`src/rtl/vga_pkg.sv`:
```
// Shared 640x480@60 timing constants and helpers for the VGA pipeline
// (controller, sprite and ROM stages all import this package).
package vga_pkg;

    localparam int unsigned H_VISIBLE = 640;
    localparam int unsigned H_FP      = 16;
    localparam int unsigned H_SYNC    = 96;
    localparam int unsigned H_BP      = 48;
    localparam int unsigned H_TOTAL   = H_VISIBLE + H_FP + H_SYNC + H_BP;

    localparam int unsigned V_VISIBLE = 480;
    localparam int unsigned V_FP      = 10;
    localparam int unsigned V_SYNC    = 2;
    localparam int unsigned V_BP      = 33;
    localparam int unsigned V_TOTAL   = V_VISIBLE + V_FP + V_SYNC + V_BP;

    localparam int unsigned CNT_W = 10;
    typedef logic [CNT_W-1:0] cnt_t;

    // True when v lies in the half-open window [lo, lo + len); computed one
    // bit wider so lo + len can never wrap.
    function automatic logic in_window(input cnt_t v, input cnt_t lo, input cnt_t len);
        logic [CNT_W:0] hi;
        hi = {1'b0, lo} + {1'b0, len};
        return (v >= lo) && ({1'b0, v} < hi);
    endfunction

endpackage

```
`src/rtl/vga_controller.sv`:
```
// VGA timing generator: pixel/line counters plus registered sync, blank,
// line_end and frame_start. Every output is registered from the next-count
// values, so it always describes the DrawX/DrawY shown in the same cycle.
// Segment widths default to the shared package values; overriding them is
// only meant for reduced-size frames.
module vga_controller
    import vga_pkg::*;
#(
    parameter int unsigned H_VIS_P  = H_VISIBLE,
    parameter int unsigned H_FP_P   = H_FP,
    parameter int unsigned H_SYNC_P = H_SYNC,
    parameter int unsigned H_BP_P   = H_BP,
    parameter int unsigned V_VIS_P  = V_VISIBLE,
    parameter int unsigned V_FP_P   = V_FP,
    parameter int unsigned V_SYNC_P = V_SYNC,
    parameter int unsigned V_BP_P   = V_BP
) (
    input  logic             vga_clk,
    input  logic             reset_n,
    input  logic             pix_en,
    output logic             hs,
    output logic             vs,
    output logic             blank,
    output logic [CNT_W-1:0] DrawX,
    output logic [CNT_W-1:0] DrawY,
    output logic             frame_start,
    output logic             line_end
);

    localparam int unsigned H_TOT_P = H_VIS_P + H_FP_P + H_SYNC_P + H_BP_P;
    localparam int unsigned V_TOT_P = V_VIS_P + V_FP_P + V_SYNC_P + V_BP_P;

    localparam cnt_t CNT_ZERO     = {CNT_W{1'b0}};
    localparam cnt_t CNT_ONE      = {{(CNT_W-1){1'b0}}, 1'b1};
    localparam cnt_t H_LAST       = cnt_t'(H_TOT_P - 32'd1);
    localparam cnt_t V_LAST       = cnt_t'(V_TOT_P - 32'd1);
    localparam cnt_t H_VIS_C      = cnt_t'(H_VIS_P);
    localparam cnt_t V_VIS_C      = cnt_t'(V_VIS_P);
    localparam cnt_t H_SYNC_START = cnt_t'(H_VIS_P + H_FP_P);
    localparam cnt_t H_SYNC_LEN   = cnt_t'(H_SYNC_P);
    localparam cnt_t V_SYNC_START = cnt_t'(V_VIS_P + V_FP_P);
    localparam cnt_t V_SYNC_LEN   = cnt_t'(V_SYNC_P);

    cnt_t x_r;
    cnt_t y_r;
    cnt_t x_next_s;
    cnt_t y_next_s;
    logic frame_wrap_s;
    logic hs_r;
    logic vs_r;
    logic blank_r;
    logic line_end_r;
    logic frame_start_r;

    // Next-count computation; '>=' on the last value folds any stray
    // out-of-range count straight back to zero.
    always_comb begin
        x_next_s     = x_r;
        y_next_s     = y_r;
        frame_wrap_s = 1'b0;
        if (pix_en) begin
            if (x_r >= H_LAST) begin
                x_next_s = CNT_ZERO;
                if (y_r >= V_LAST) begin
                    y_next_s     = CNT_ZERO;
                    frame_wrap_s = 1'b1;
                end else begin
                    y_next_s = y_r + CNT_ONE;
                end
            end else begin
                x_next_s = x_r + CNT_ONE;
                y_next_s = y_r;
            end
        end else begin
            x_next_s = x_r;
            y_next_s = y_r;
        end
    end

    // Horizontal pixel counter.
    always_ff @(posedge vga_clk or negedge reset_n) begin
        if (!reset_n) begin
            x_r <= CNT_ZERO;
        end else begin
            x_r <= x_next_s;
        end
    end

    // Vertical line counter.
    always_ff @(posedge vga_clk or negedge reset_n) begin
        if (!reset_n) begin
            y_r <= CNT_ZERO;
        end else begin
            y_r <= y_next_s;
        end
    end

    // Sync/blank/line_end decoded from the next counts so they line up with the counters.
    always_ff @(posedge vga_clk or negedge reset_n) begin
        if (!reset_n) begin
            hs_r       <= 1'b1;
            vs_r       <= 1'b1;
            blank_r    <= 1'b1;
            line_end_r <= 1'b0;
        end else begin
            hs_r       <= ~in_window(x_next_s, H_SYNC_START, H_SYNC_LEN);
            vs_r       <= ~in_window(y_next_s, V_SYNC_START, V_SYNC_LEN);
            blank_r    <= (x_next_s < H_VIS_C) && (y_next_s < V_VIS_C);
            line_end_r <= (x_next_s == H_LAST);
        end
    end

    // Single-cycle pulse while (0,0) is shown right after a frame wrap; it is
    // not held when pix_en stalls, so it never stretches beyond one cycle.
    always_ff @(posedge vga_clk or negedge reset_n) begin
        if (!reset_n) begin
            frame_start_r <= 1'b0;
        end else begin
            frame_start_r <= frame_wrap_s;
        end
    end

    assign DrawX       = x_r;
    assign DrawY       = y_r;
    assign hs          = hs_r;
    assign vs          = vs_r;
    assign blank       = blank_r;
    assign line_end    = line_end_r;
    assign frame_start = frame_start_r;

endmodule

```
`config.mk`:
```
export PLATFORM = sky130hd
export DESIGN_NAME = vga_controller
export DESIGN_NICKNAME = d
export VERILOG_FILES = /design/src/rtl/vga_pkg.sv /design/src/rtl/vga_controller.sv
export SDC_FILE = /design/constraint.sdc
export NUM_CORES = 1
export LEC_CHECK = 0
export ABC_AREA = 0
export BUFFER_PORTS_ARGS = -buffer_cell sky130_fd_sc_hd__buf_4
export CAP_MARGIN = 15
export CORE_MARGIN = 10
export CORE_UTILIZATION = 45
export DETAILED_ROUTE_END_ITERATION = 10
export PLACE_DENSITY_LB_ADDON = 0.08
export RECOVER_POWER = 100
export SYNTH_ARGS = -nofsm -noshare
export SYNTH_HDL_FRONTEND = slang
export SYNTH_SLANG_ARGS = --single-unit
```
`constraint.sdc`:
```
create_clock -name vga_clk -period 3 [get_ports vga_clk]
set_input_delay 0.3 -clock vga_clk [delete_from_list [all_inputs] [get_ports vga_clk]]
set_output_delay 0.3 -clock vga_clk [all_outputs]
set_load 0.01 [all_outputs]
```
# After elaboration in Yosys (flattened, before gate mapping)

Index checks and enable logic that the tools add are counted.

Flip-flop bits (word level): 25
Bits in latches: 0
RAM bits: 0
ROM bits: 0
Memories kept: 0

Add/subtract/negate cells: 2
$mul: 0
Div/mod/pow operators: 0
Order comparisons: 8
Equal/unequal tests: 1
Shift-type cells: 0
Muxes and demuxes: 8
Bitwise logic cells: 2
Reduce and logical (&&, ||, !) cells: 3

Operators by type and width:

| operator                | count |
|---|---|
| $mux W10                | 5 |
| $ge A10 B10 Y1 const B  | 3 |
| $add A10 B1 Y10 const B | 2 |
| $lt A10 B10 Y1 const B  | 2 |
| $lt A10 B9 Y1 const B   | 2 |
| $eq A10 B10 Y1 const B  | 1 |
| $ge A10 B9 Y1 const B   | 1 |
| $logic_and A1 B1 Y1     | 3 |
| $mux W1                 | 3 |
| $not A1 Y1              | 2 |

# Depth between registers and ports, before layout

Gate-level depths: netlist of the first run.

Word-level depth: 7
Gate-level depth with buffers: 7

# Least setup slack after synthesis of the first run

No wires, ideal clock.

Kind: register to register
Start: register y_r[7], in the netlist DrawY[7]
End: register vs_r, in the netlist vs
Library setup time: 0.094 ns
Data arrival time: 2.180 ns
Required time: 2.906 ns
Slack: 0.726 ns
Cell stages (with the launch flop): 7
Buffers on the path: 0
Cells stage by stage: dfrtp_1 or4_1 o31a_1 o32ai_1 a32o_2 nand4b_1 or4_1

Word-level cells in the longest chain between the ends: 7
Elaborated cells on any way between the ends: 9

Ends and longest elaborated chain:

| item                                              | line                                       | text |
|---|---|---|
| from (decl)                                       | vga_controller.sv:45                       | `cnt_t y_r;` |
| from (signal assigned)                            | vga_controller.sv:94                       | `y_r <= y_next_s;` |
| $add A10 B1 Y10 or $ge A10 B10 Y1 (tied branches) | vga_controller.sv:68, vga_controller.sv:64 |  |
| $mux W10                                          | vga_controller.sv:64                       | `if (y_r >= V_LAST) begin` |
| $mux W10                                          | vga_controller.sv:62                       | `if (x_r >= H_LAST) begin` |
| $mux W10 (*)                                      | vga_controller.sv:61                       | `if (pix_en) begin` |
| $ge A10 B9 Y1 or $lt A10 B9 Y1 (tied branches)    | vga_pkg.sv:25                              | `return (v >= lo) && ({1'b0, v} < hi);` |
| $logic_and A1 B1 Y1 (*)                           | vga_pkg.sv:25                              |  |
| $not A1 Y1 (*)                                    | vga_controller.sv:107                      | `vs_r <= ~in_window(y_next_s, V_SYNC_START, V_SYNC_LEN);` |
| to (signal assigned)                              | vga_controller.sv:107                      |  |
| to (decl)                                         | vga_controller.sv:50                       | `logic vs_r;` |

Mark *: on every way between the ends. The rest lies on a longest branch, timed or not.

# Final worst setup path of the first run

Ends and elaborated chain as after synthesis.

==> flow_summary_export.csv, run 1 <==
group,metric,value,unit
die,core,0.003103,mm^2
logic_synthesis,yosys.area_share.simple,0.2693,
timing,clock.fmax,376.8,MHz
critical_path,crit_required,3.25,ns
global_route,grt_pass1_wl,6.389,mm
route,vias,1418,
die,die_y,77.57,um
logic_synthesis,muxShareOfSynthArea,0.006711,
logic_synthesis,synth_warnings,0,
logic_synthesis,synth_compound_area_frac,0.2064,
logic_synthesis,synth_top_family_by_area,"simple AND/OR/NAND/NOR gates",
place,port-buffer-count,27,
final_layout,diodes,0,
logic_synthesis,synth_fa_ha_area_frac,0.02517,
clock_tree,ctsHoldBuffers,1,
critical_path,max_stage_delay,0.54,ns
final_layout,post-route-util,0.5363,
global_route,grt_pass1_vias,1398,
logic_synthesis,ys_seq_elements,25,
clock_tree,cts_tree,"yes",
clock_tree,htree_levels,1,
global_route,grt_overflow,0,
critical_path,critPathMaxFanout,12,
timing,relSlewSlack,0.08484,
clock_tree,root_buffer,"clkbuf_4",
final_layout,final_cells,244,
die,ios,28,
route,drt-total-wl,3.707,mm
clock_tree,cts_buffers,3,
power,finalPower,0.8094,mW
route,initialDrtViolationCount,230,
logic_synthesis,synth_nets,182,
logic_synthesis,synth_area,0.001491,mm^2
global_route,antenna_found_initial,0,
route,drc_errors,0,
timing,worst_slew_pin_slew,1.373,ns
clock_tree,clk_pin_slew,0.13,ns
critical_path,crit_type,"register to register",
timing,fin_setup_tns,0,ns
critical_path,cp_num_buf_inv,0,
clock_tree,cts_setup_buffers,0,
critical_path,cpMostUsedCell,"or4_1",
critical_path,start_kind,"register",
timing,final-setup-viol-count,0,
die,die_x,77.57,um
min_path,min_to,"DrawX[0]",
die,start_util,0.4806,
place,dp_hpwl,2.684,mm
critical_path,reg2reg_depth,6,
timing,slew_viol_final,0,
route,vias_per_cell,5.811,
logic_synthesis,synth_xor_area_frac,0.02936,
min_path,hold_class,"input pin to register",
timing,rsz0062_at_grt,"no",
die,die_area,0.006017,mm^2
timing,finClkSkew,0.001503,ns
timing,hold_viol,0,
critical_path,cp.arrival,2.90,ns
timing,fin_crit_sh,0.8847,
final_layout,final_cell_mix,"clkbuf_1, o21ai_0, dfrtp_1, nand2_1, nor2_1",
final_layout,nFillCells,325,
logic_synthesis,syn_area_per_cell,8.474,um^2
global_route,grt_util_all_layers,0.1240,
clock_tree,clk_latency,0.31,ns
clock_tree,cts_resized,0,
power,p_leak,0.6586,nW
critical_path,cpMaxStageDelayCell,"or4_1",
critical_path,crit_path_cell_trace,"or4_1 -> o31a_1 -> o32ai_1 -> a32o_2 -> nand4b_1 -> or4_1",
clock_tree,cts.sinks,25,
global_route,grt_max_degree,26,
logic_synthesis,synth_cells,176,
power,ir_worst_vdd,0.0003846,V
route,dr.pass1.iters,4,
min_path,holdPathStages,2,
place,gp_congestion,0.8805,
logic_synthesis,async_reset_ff_frac,1.000,
timing,fin_crit,2.654,ns
place,placed_cells,239,
job,max-cap-violations,0,
critical_path,endpoint_kind,"register",
die,rows,20,
run_status,outcome,"completed",
final_layout,area.growth.synth_to_final,11.58,%
logic_synthesis,ys_seq_area_frac,0.4220,
route,wl_per_cell,15.19,um
logic_synthesis,synthFlopType,"dfrtp_1",
critical_path,r2r_end,"vs",
route,ant_nets,0,
critical_path,crit_family,"simple AND/OR/NAND/NOR gates",
logic_synthesis,synth_cell_types,46,
final_layout,fin_nets,207,
clock_tree,cts_max_path_buffers,2,
critical_path,r2r_slack,0.35,ns
critical_path,worstReg2RegStart,"DrawY[7]",
final_layout,drive_above_1_share,0.07000,
min_path,holdCritStartpoint,"pix_en",
power,powerDensity,486.4,mW/mm^2
final_layout,mostFrequentLayoutCell,"clkbuf_1",
logic_synthesis,synth_edf_count,0,
## metrics by stage
stage	hold WS (ns)	cell area, um^2	setup slack [ns]
2_1_floorplan	0.004409	1491	0.7261
3_3_place_gp	0.2149	1722	0.5332
3_5_place_dp	0.2260	1722	0.4160
4_1_cts	0.2265	1758	0.4018
5_1_grt	0.2254	1664	0.1617
6_report	0.2436	1664	0.3459
## worst register-to-register path, cell delays in order (launching register included)
cell and delay [ns]:
dfrtp_1 0.48, or4_1 0.54, o31a_1 0.38, o32ai_1 0.38
a32o_2 0.18, nand4b_1 0.14, or4_1 0.49
## cells by family after synthesis
| kind of cell | count (synthesis) |
|---|---|
| and+or+nand+nor | 77 |
| AOI/OAI and AO/OA | 49 |
| DFF | 25 |
| buffers and inverters | 16 |
| xor gates and xnor gates | 5 |
| adders and majority gates | 3 |
| muxes | 1 |
## area by class of cell
type                       count  area [um^2]  area share
clock buffer                   4        26.28     0.01579
inverter                       7        26.28     0.01579
multi-input combinational    135        800.8      0.4812
sequential                    25        629.4      0.3782
tap                           44        55.05     0.03308
timing repair buffer          29        126.4     0.07594
## flip-flops by register name, summed over array words and instances, names as in the netlist
signal	count
vs	1
blank	1
line_end	1
DrawX	10
frame_start	1
DrawY	10
hs	1
## power by group
group	switching, mW	internal [mW]
Sequential	0.0917	0.369
Clock	0.0978	0.0520
Combinational	0.115	0.0839
## synth_stat cells (all sizes together) (2+ instances only)
| library cell | n | area, um^2 |
|---|---|---|
| a2111oi | 2 | 17.52 |
| a21oi | 5 | 25.02 |
| a31oi | 2 | 12.51 |
| and2 | 3 | 20.02 |
| and3 | 4 | 25.02 |
| and4 | 3 | 26.28 |
| clkbuf | 8 | 30.03 |
| dfrtp | 22 | 550.5 |
| dfstp | 3 | 78.83 |
| ha | 3 | 37.54 |
| inv | 7 | 26.28 |
| nand2 | 20 | 75.07 |
| nand2b | 3 | 18.77 |
| nand3 | 8 | 40.04 |
| nand4 | 3 | 18.77 |
| nor2 | 13 | 51.30 |
| nor3 | 7 | 35.03 |
| o21a | 2 | 15.01 |
| o21ai | 24 | 120.1 |
| o22ai | 2 | 12.51 |
| o31a | 2 | 17.52 |
| o31ai | 2 | 15.01 |
| or3 | 4 | 25.02 |
| or4 | 2 | 15.01 |
| xor2 | 4 | 35.03 |
## routing by layer
metal | global-route usage | share of wire | wire [um]
met2 | 0.2191 | 0.49 | 1814
met4 | 0.04197 | 0.011 | 42
met5 | 0 | 0 | 0
met3 | 0.02304 | 0.035 | 129
met1 | 0.1466 | 0.46 | 1720
## how the worst max path moves through the flow
stage                     endpoint  slack, ns  cells past startpoint     start
after floorplan                 vs       0.73                      6  DrawY[7]
after global placement          vs       0.53                      6  DrawY[7]
after detailed placement        vs       0.42                      6  DrawY[7]
after CTS                       vs       0.40                      6  DrawY[7]
after global routing         blank       0.16                      7  DrawX[0]
final                           vs       0.35                      6  DrawY[7]
No activity file was read; power rests on OpenSTA's default activity.
==> inputs of run 2 (changes only) <==
--- a/config.mk
+++ b/config.mk
@@ -5,7 +5,7 @@
 export SDC_FILE = /design/constraint.sdc
 export NUM_CORES = 1
 export LEC_CHECK = 0
-export ABC_AREA = 0
+export ABC_AREA = 1
 export BUFFER_PORTS_ARGS = -buffer_cell sky130_fd_sc_hd__buf_4
 export CAP_MARGIN = 15
 export CORE_MARGIN = 10
==> flow_summary_export.csv, run 2 <==
group,metric,value,unit
logic_synthesis,synth_compound_area_frac,0.06373,
power,seq_power_share,0.524,
global_route,grt_pass1_vias,1389,
timing,relSlewSlack,0.08718,
power,power_frac_comb,0.292,
critical_path,crit_required,3.29,ns
logic_synthesis,yosys.area_share.simple,0.3578,
global_route,antenna_found_initial,0,
place,post-place-ws,1.109,ns
critical_path,critPathMaxFanout,18,
die,start_util,0.4626,
route,vias_per_cell,4.807,
critical_path,start_kind,"register",
clock_tree,clk_pin_slew,0.14,ns
die,die_y,78.34,um
timing,hold_viol,0,
timing,fin_crit_sh,0.7000,
global_route,grt_overflow,0,
timing,worst_slew_pin_slew,1.369,ns
logic_synthesis,synth_area_leaders,"dfrtp_1, nand2_1, inv_1",
logic_synthesis,synth_area,0.001531,mm^2
logic_synthesis,yosysTopAreaCellShare,0.3595,
critical_path,cp.arrival,2.39,ns
route,vias,1370,
route,initialDrtViolationCount,77,
logic_synthesis,muxShareOfSynthArea,0,
min_path,min_to,"DrawX[1]",
die,core,0.003311,mm^2
timing,slew_viol_final,0,
place,gp_congestion,0.8951,
critical_path,worstReg2RegStart,"DrawX[0]",
timing,clock.fmax,476.2,MHz
clock_tree,cts.sinks,25,
logic_synthesis,synth_fa_ha_area_frac,0.02451,
clock_tree,cts_max_path_buffers,2,
route,wl_per_cell,12.30,um
die,ios,28,
logic_synthesis,synth_nets,215,
timing,final-setup-viol-count,0,
logic_synthesis,ys_seq_elements,25,
clock_tree,clk_latency,0.33,ns
final_layout,final_cell_mix,"nand2_1, inv_1, clkbuf_1, dfrtp_1, nor2_1",
logic_synthesis,netlist_top_cells_count,"nand2_1, inv_1, dfrtp_1",
route,drc_errors,0,
logic_synthesis,synthFlopType,"dfrtp_1",
logic_synthesis,synth_warnings,0,
logic_synthesis,synth_cells,209,
critical_path,crit_type,"register to register",
global_route,grt_max_degree,26,
critical_path,r2r_end,"blank",
power,p_sw,0.3486,mW
die,rows,21,
critical_path,r2r_slack,0.90,ns
route,drt-total-wl,3.506,mm
logic_synthesis,ys_seq_area_frac,0.4109,
timing,rsz0062_at_grt,"no",
timing,fin_setup_tns,0,ns
power,powerDensity,515.6,mW/mm^2
global_route,grt_pass1_wl,6.141,mm
logic_synthesis,synth_xor_area_frac,0.02288,
clock_tree,htree_levels,1,
route,dr.pass1.iters,4,
power,p_leak,0.8754,nW
clock_tree,cts_tree,"yes",
route,ant_nets,0,
logic_synthesis,async_reset_ff_frac,1.000,
min_path,holdPathStages,3,
die,die_area,0.006136,mm^2
power,internal_power,0.5224,mW
power,ir_worst_vdd,0.0001747,V
power,switching_share,0.4002,
logic_synthesis,synth_cell_types,26,
logic_synthesis,synth_edf_count,0,
place,placed_cells,280,
clock_tree,root_buffer,"clkbuf_4",
final_layout,drive_above_1_share,0.07113,
timing,fin_crit,2.100,ns
critical_path,reg2reg_depth,11,
place,dp_hpwl,2.746,mm
logic_synthesis,synth_top_area_cell,"dfrtp_1",
job,max-cap-violations,0,
timing,finClkSkew,0.003269,ns
final_layout,fin_nets,246,
clock_tree,cts_buffers,3,
clock_tree,cts_setup_buffers,0,
logic_synthesis,yosysMostFrequentCell,"nand2_1",
timing,timing.final.ws_setup,0.9001,ns
critical_path,endpoint_kind,"register",
final_layout,final_cells,285,
power,p_clk_frac,0.184,
final_layout,mostFrequentLayoutCell,"nand2_1",
place,port-buffer-count,27,
min_path,hold_class,"input pin to register",
run_status,outcome,"completed",
logic_synthesis,syn_area_per_cell,7.328,um^2
final_layout,area.growth.synth_to_final,10.29,%
global_route,grt_util_all_layers,0.1200,
final_layout,diodes,0,
logic_synthesis,synth_top_family_by_area,"simple AND/OR/NAND/NOR gates",
min_path,holdCritStartpoint,"pix_en",
die,die_x,78.34,um
-- run 2: cell types whose count changed in the layout (fill, tap and decap cells not counted), sizes merged, moves of 3 or more --
cell / previous run / this run
o21ai: 24 / 11
nand3: 8 / 14
inv: 7 / 44
nor2: 13 / 23
nand4: 3 / 10
nand2: 20 / 58
and3: 4 / 0
and2: 3 / 0
and4: 3 / 0
nand2b: 3 / 0
or3: 4 / 0
o21bai: 0 / 3
-- run 2: worst max-delay path, cell delays in order, from the launching register on --
cell and delay (ns):
dfrtp_1 0.43, ha_1 0.21, nand4_1 0.16, nand2_1 0.24, nand3_4 0.25, inv_1 0.26
nand2_1 0.09, inv_1 0.13, nor2_1 0.08, nor2_1 0.11, nand2_1 0.06, inv_1 0.05
-- run 2: metrics by stage --
stage	cell area, um^2	power [mW]	utilization	hold WS, ns
after floorplan	1531	0.6352	-	0.004409
after CTS	1813	0.9334	0.5476	0.3217
after global routing	1689	0.9448	0.5102	0.3650
final	1689	0.8709	0.5102	0.3227
after global placement	1773	0.7647	0.5355	0.2259
after detailed placement	1773	0.7716	0.5355	0.2261
-- run 2: cell families (layout without fill, tap and decap cells) --
kind of cell	Yosys count	count (layout)
buffers and inverters	46	76
flip-flops	25	25
adder cells (fa/ha/maj)	3	3
XOR/XNOR	4	4
AO/OA/AOI/OAI	18	18
AND/OR/NAND/NOR	113	113
-- run 2: layer usage --
layer,vias to the layer above,wire length [um],track usage
li1,712,-,-
met1,628,1615,0.1407
met5,-,0,0
met2,25,1655,0.2048
met3,5,191,0.03189
met4,0,44,0.04480
-- run 2: layout make-up --
class	count	area [um^2]
Clock buffer	3	22.52
Clock inverter	1	7.507
Fill cell	369	1622
Inverter	44	165.2
Multi-Input combinational cell	138	691.9
Sequential cell	25	629.4
Tap cell	46	57.56
Timing Repair Buffer	28	115.1
-- run 2: worst max path at each step --
| stage | start | endpoint | slack (ns) |
|---|---|---|---|
| global placement | DrawX[0] | vs | 1.11 |
| floorplan | DrawX[0] | vs | 1.37 |
| global route | DrawX[1] | blank | 0.61 |
| detailed placement | DrawX[0] | vs | 1.11 |
| finish | DrawX[0] | blank | 0.90 |
| CTS | DrawX[0] | vs | 1.08 |
-- run 2: power groups by stage --
| stage | clock [mW] | combinational, mW | sequential [mW] |
|---|---|---|---|
| after floorplan | 0 | 0.159 | 0.476 |
| after global routing | 0.179 | 0.298 | 0.468 |
| final | 0.160 | 0.255 | 0.456 |
| after detailed placement | 0 | 0.303 | 0.468 |
| after global placement | 0 | 0.297 | 0.468 |
| after CTS | 0.167 | 0.305 | 0.461 |
-- run 2: what timing repair did --
| action | 4_1_cts | 5_1_grt |
|---|---|---|
| gates resized for setup | 0 | 0 |
| hold endpoints to repair | 22 | 0 |
| hold buffers | 1 | 0 |
==> inputs of run 3 (changes only) <==
==> constraint.sdc (replaced) <==
create_clock -name vga_clk -period 2.2 [get_ports vga_clk]
set_input_delay 0.22 -clock vga_clk [delete_from_list [all_inputs] [get_ports vga_clk]]
set_output_delay 0.22 -clock vga_clk [all_outputs]
set_load 0.01 [all_outputs]
==> flow_summary_export.csv, run 3 (synthesized netlist as in run 2, its figures left out) <==
group,metric,value,unit
clock_tree,clk_latency,0.33,ns
clock_tree,cts_setup_buffers,0,
power,ir_worst_vdd,0.0002304,V
route,drc_errors,0,
global_route,antenna_found_initial,0,
run_status,outcome,"completed",
clock_tree,clk_pin_slew,0.14,ns
timing,rsz0062_at_grt,"no",
global_route,grt_pass1_vias,1392,
global_route,grt_util_all_layers,0.1209,
die,rows,21,
timing,hold_viol,0,
timing,finClkSkew,0.01018,ns
clock_tree,htree_levels,1,
critical_path,start_kind,"register",
global_route,grt_pass1_wl,6.154,mm
power,powerDensity,698.4,mW/mm^2
clock_tree,cts.sinks,25,
route,initialDrtViolationCount,55,
final_layout,fin_nets,246,
final_layout,drive_above_1_share,0.08368,
die,start_util,0.4626,
timing,timing.final.ws_setup,0.2909,ns
timing,relSlewSlack,0.08485,
die,core,0.003311,mm^2
route,vias,1350,
job,max-cap-violations,0,
die,die_x,78.34,um
global_route,grt_overflow,0,
route,ant_nets,0,
power,p_leak,0.8851,nW
clock_tree,cts_resized,0,
critical_path,crit_type,"register to register",
route,dr.pass1.iters,4,
critical_path,critPathMaxFanout,18,
timing,fin_setup_tns,0,ns
timing,clock.fmax,523.8,MHz
die,die_y,78.34,um
critical_path,crit_required,2.47,ns
final_layout,final_cell_mix,"nand2_1, inv_1, clkbuf_1, dfrtp_1, nor2_1",
clock_tree,root_buffer,"clkbuf_4",
place,post-place-ws,0.3056,ns
route,drt-total-wl,3.550,mm
timing,fin_crit,1.909,ns
route,vias_per_cell,4.737,
timing,worst_slew_pin_slew,1.373,ns
global_route,grt_max_degree,26,
timing,final-setup-viol-count,0,
place,gp_congestion,0.8949,
clock_tree,cts_max_path_buffers,2,
timing,slew_viol_final,0,
critical_path,endpoint_kind,"register",
route,wl_per_cell,12.46,um
final_layout,area.growth.synth_to_final,11.03,%
die,die_area,0.006136,mm^2
final_layout,diodes,0,
clock_tree,cts_buffers,3,
final_layout,mostFrequentLayoutCell,"nand2_1",
die,ios,28,
clock_tree,cts_tree,"yes",
clock_tree,ctsHoldBuffers,1,
min_path,hold_class,"input pin to register",
critical_path,cp.arrival,2.18,ns
place,dp_hpwl,2.771,mm
timing,fin_crit_sh,0.8678,
place,port-buffer-count,27,
-- run 3: changes by cell type in the layout (fill, tap and decap cells not counted), sizes merged --
cell and change:
clkinv +1, clkinvlp -1
-- run 3: layout make-up --
| class | count | area, um^2 |
|---|---|---|
| Clock inverter | 1 | 5.005 |
| Tap cell | 46 | 57.56 |
| Fill cell | 363 | 1610 |
| Multi-Input combinational cell | 138 | 705.7 |
| Sequential cell | 25 | 629.4 |
| Timing Repair Buffer | 28 | 115.1 |
| Inverter | 44 | 165.2 |
| Clock buffer | 3 | 22.52 |
-- run 3: per-stage QoR --
step	total power [mW]	utilization	area [um^2]	hold WS, ns	instances
6_report	1.188	0.5136	1700	0.2509	285
4_1_cts	1.263	0.5469	1810	0.2490	285
3_3_place_gp	1.043	0.5355	1773	0.1459	280
2_1_floorplan	0.8662	-	1531	-0.07559	209
5_1_grt	1.288	0.5136	1700	0.2876	285
3_5_place_dp	1.052	0.5355	1773	0.1466	280
-- run 3: layer usage --
metal	track usage	part of all wire	wire (um)
met1	0.1379	0.46	1641
met2	0.2089	0.47	1658
met3	0.03759	0.060	213
met4	0.04122	0.010	37
met5	0	0	0
-- run 3: report_power, final --
group          switching, mW  internal [mW]  leakage (nW)  total [mW]
registers              0.102          0.525         0.286       0.627
logic                  0.235          0.118         0.581       0.353
clock network          0.139         0.0683        0.0177       0.207
total                  0.475          0.712         0.885        1.19
-- run 3: worst paths after layout --
kind / start / endpoint / cells after the start / slack (ns)
worst max-delay path: DrawX[1] / blank / 11 / 0.29
worst min-delay path: pix_en / DrawX[1] / 3 / 0.25
worst max register to register: DrawX[1] / blank / 11 / 0.29
worst min register to register: DrawX[1] / DrawX[1] / 2 / 0.60
max in group asynchronous: reset_n / DrawY[7] / 2 / 0.67
min in group asynchronous: reset_n / DrawX[3] / 2 / 0.72
-- run 3: worst max-delay path, stage by stage (launching register included) --
cell and delay [ns]:
dfrtp_1 0.43, ha_1 0.22, nand4_2 0.17, nand2_4 0.14
nand3_4 0.21, inv_2 0.19, nand2_1 0.08, inv_1 0.13
nor2_1 0.08, nor2_1 0.11, nand2_1 0.06, inv_1 0.05
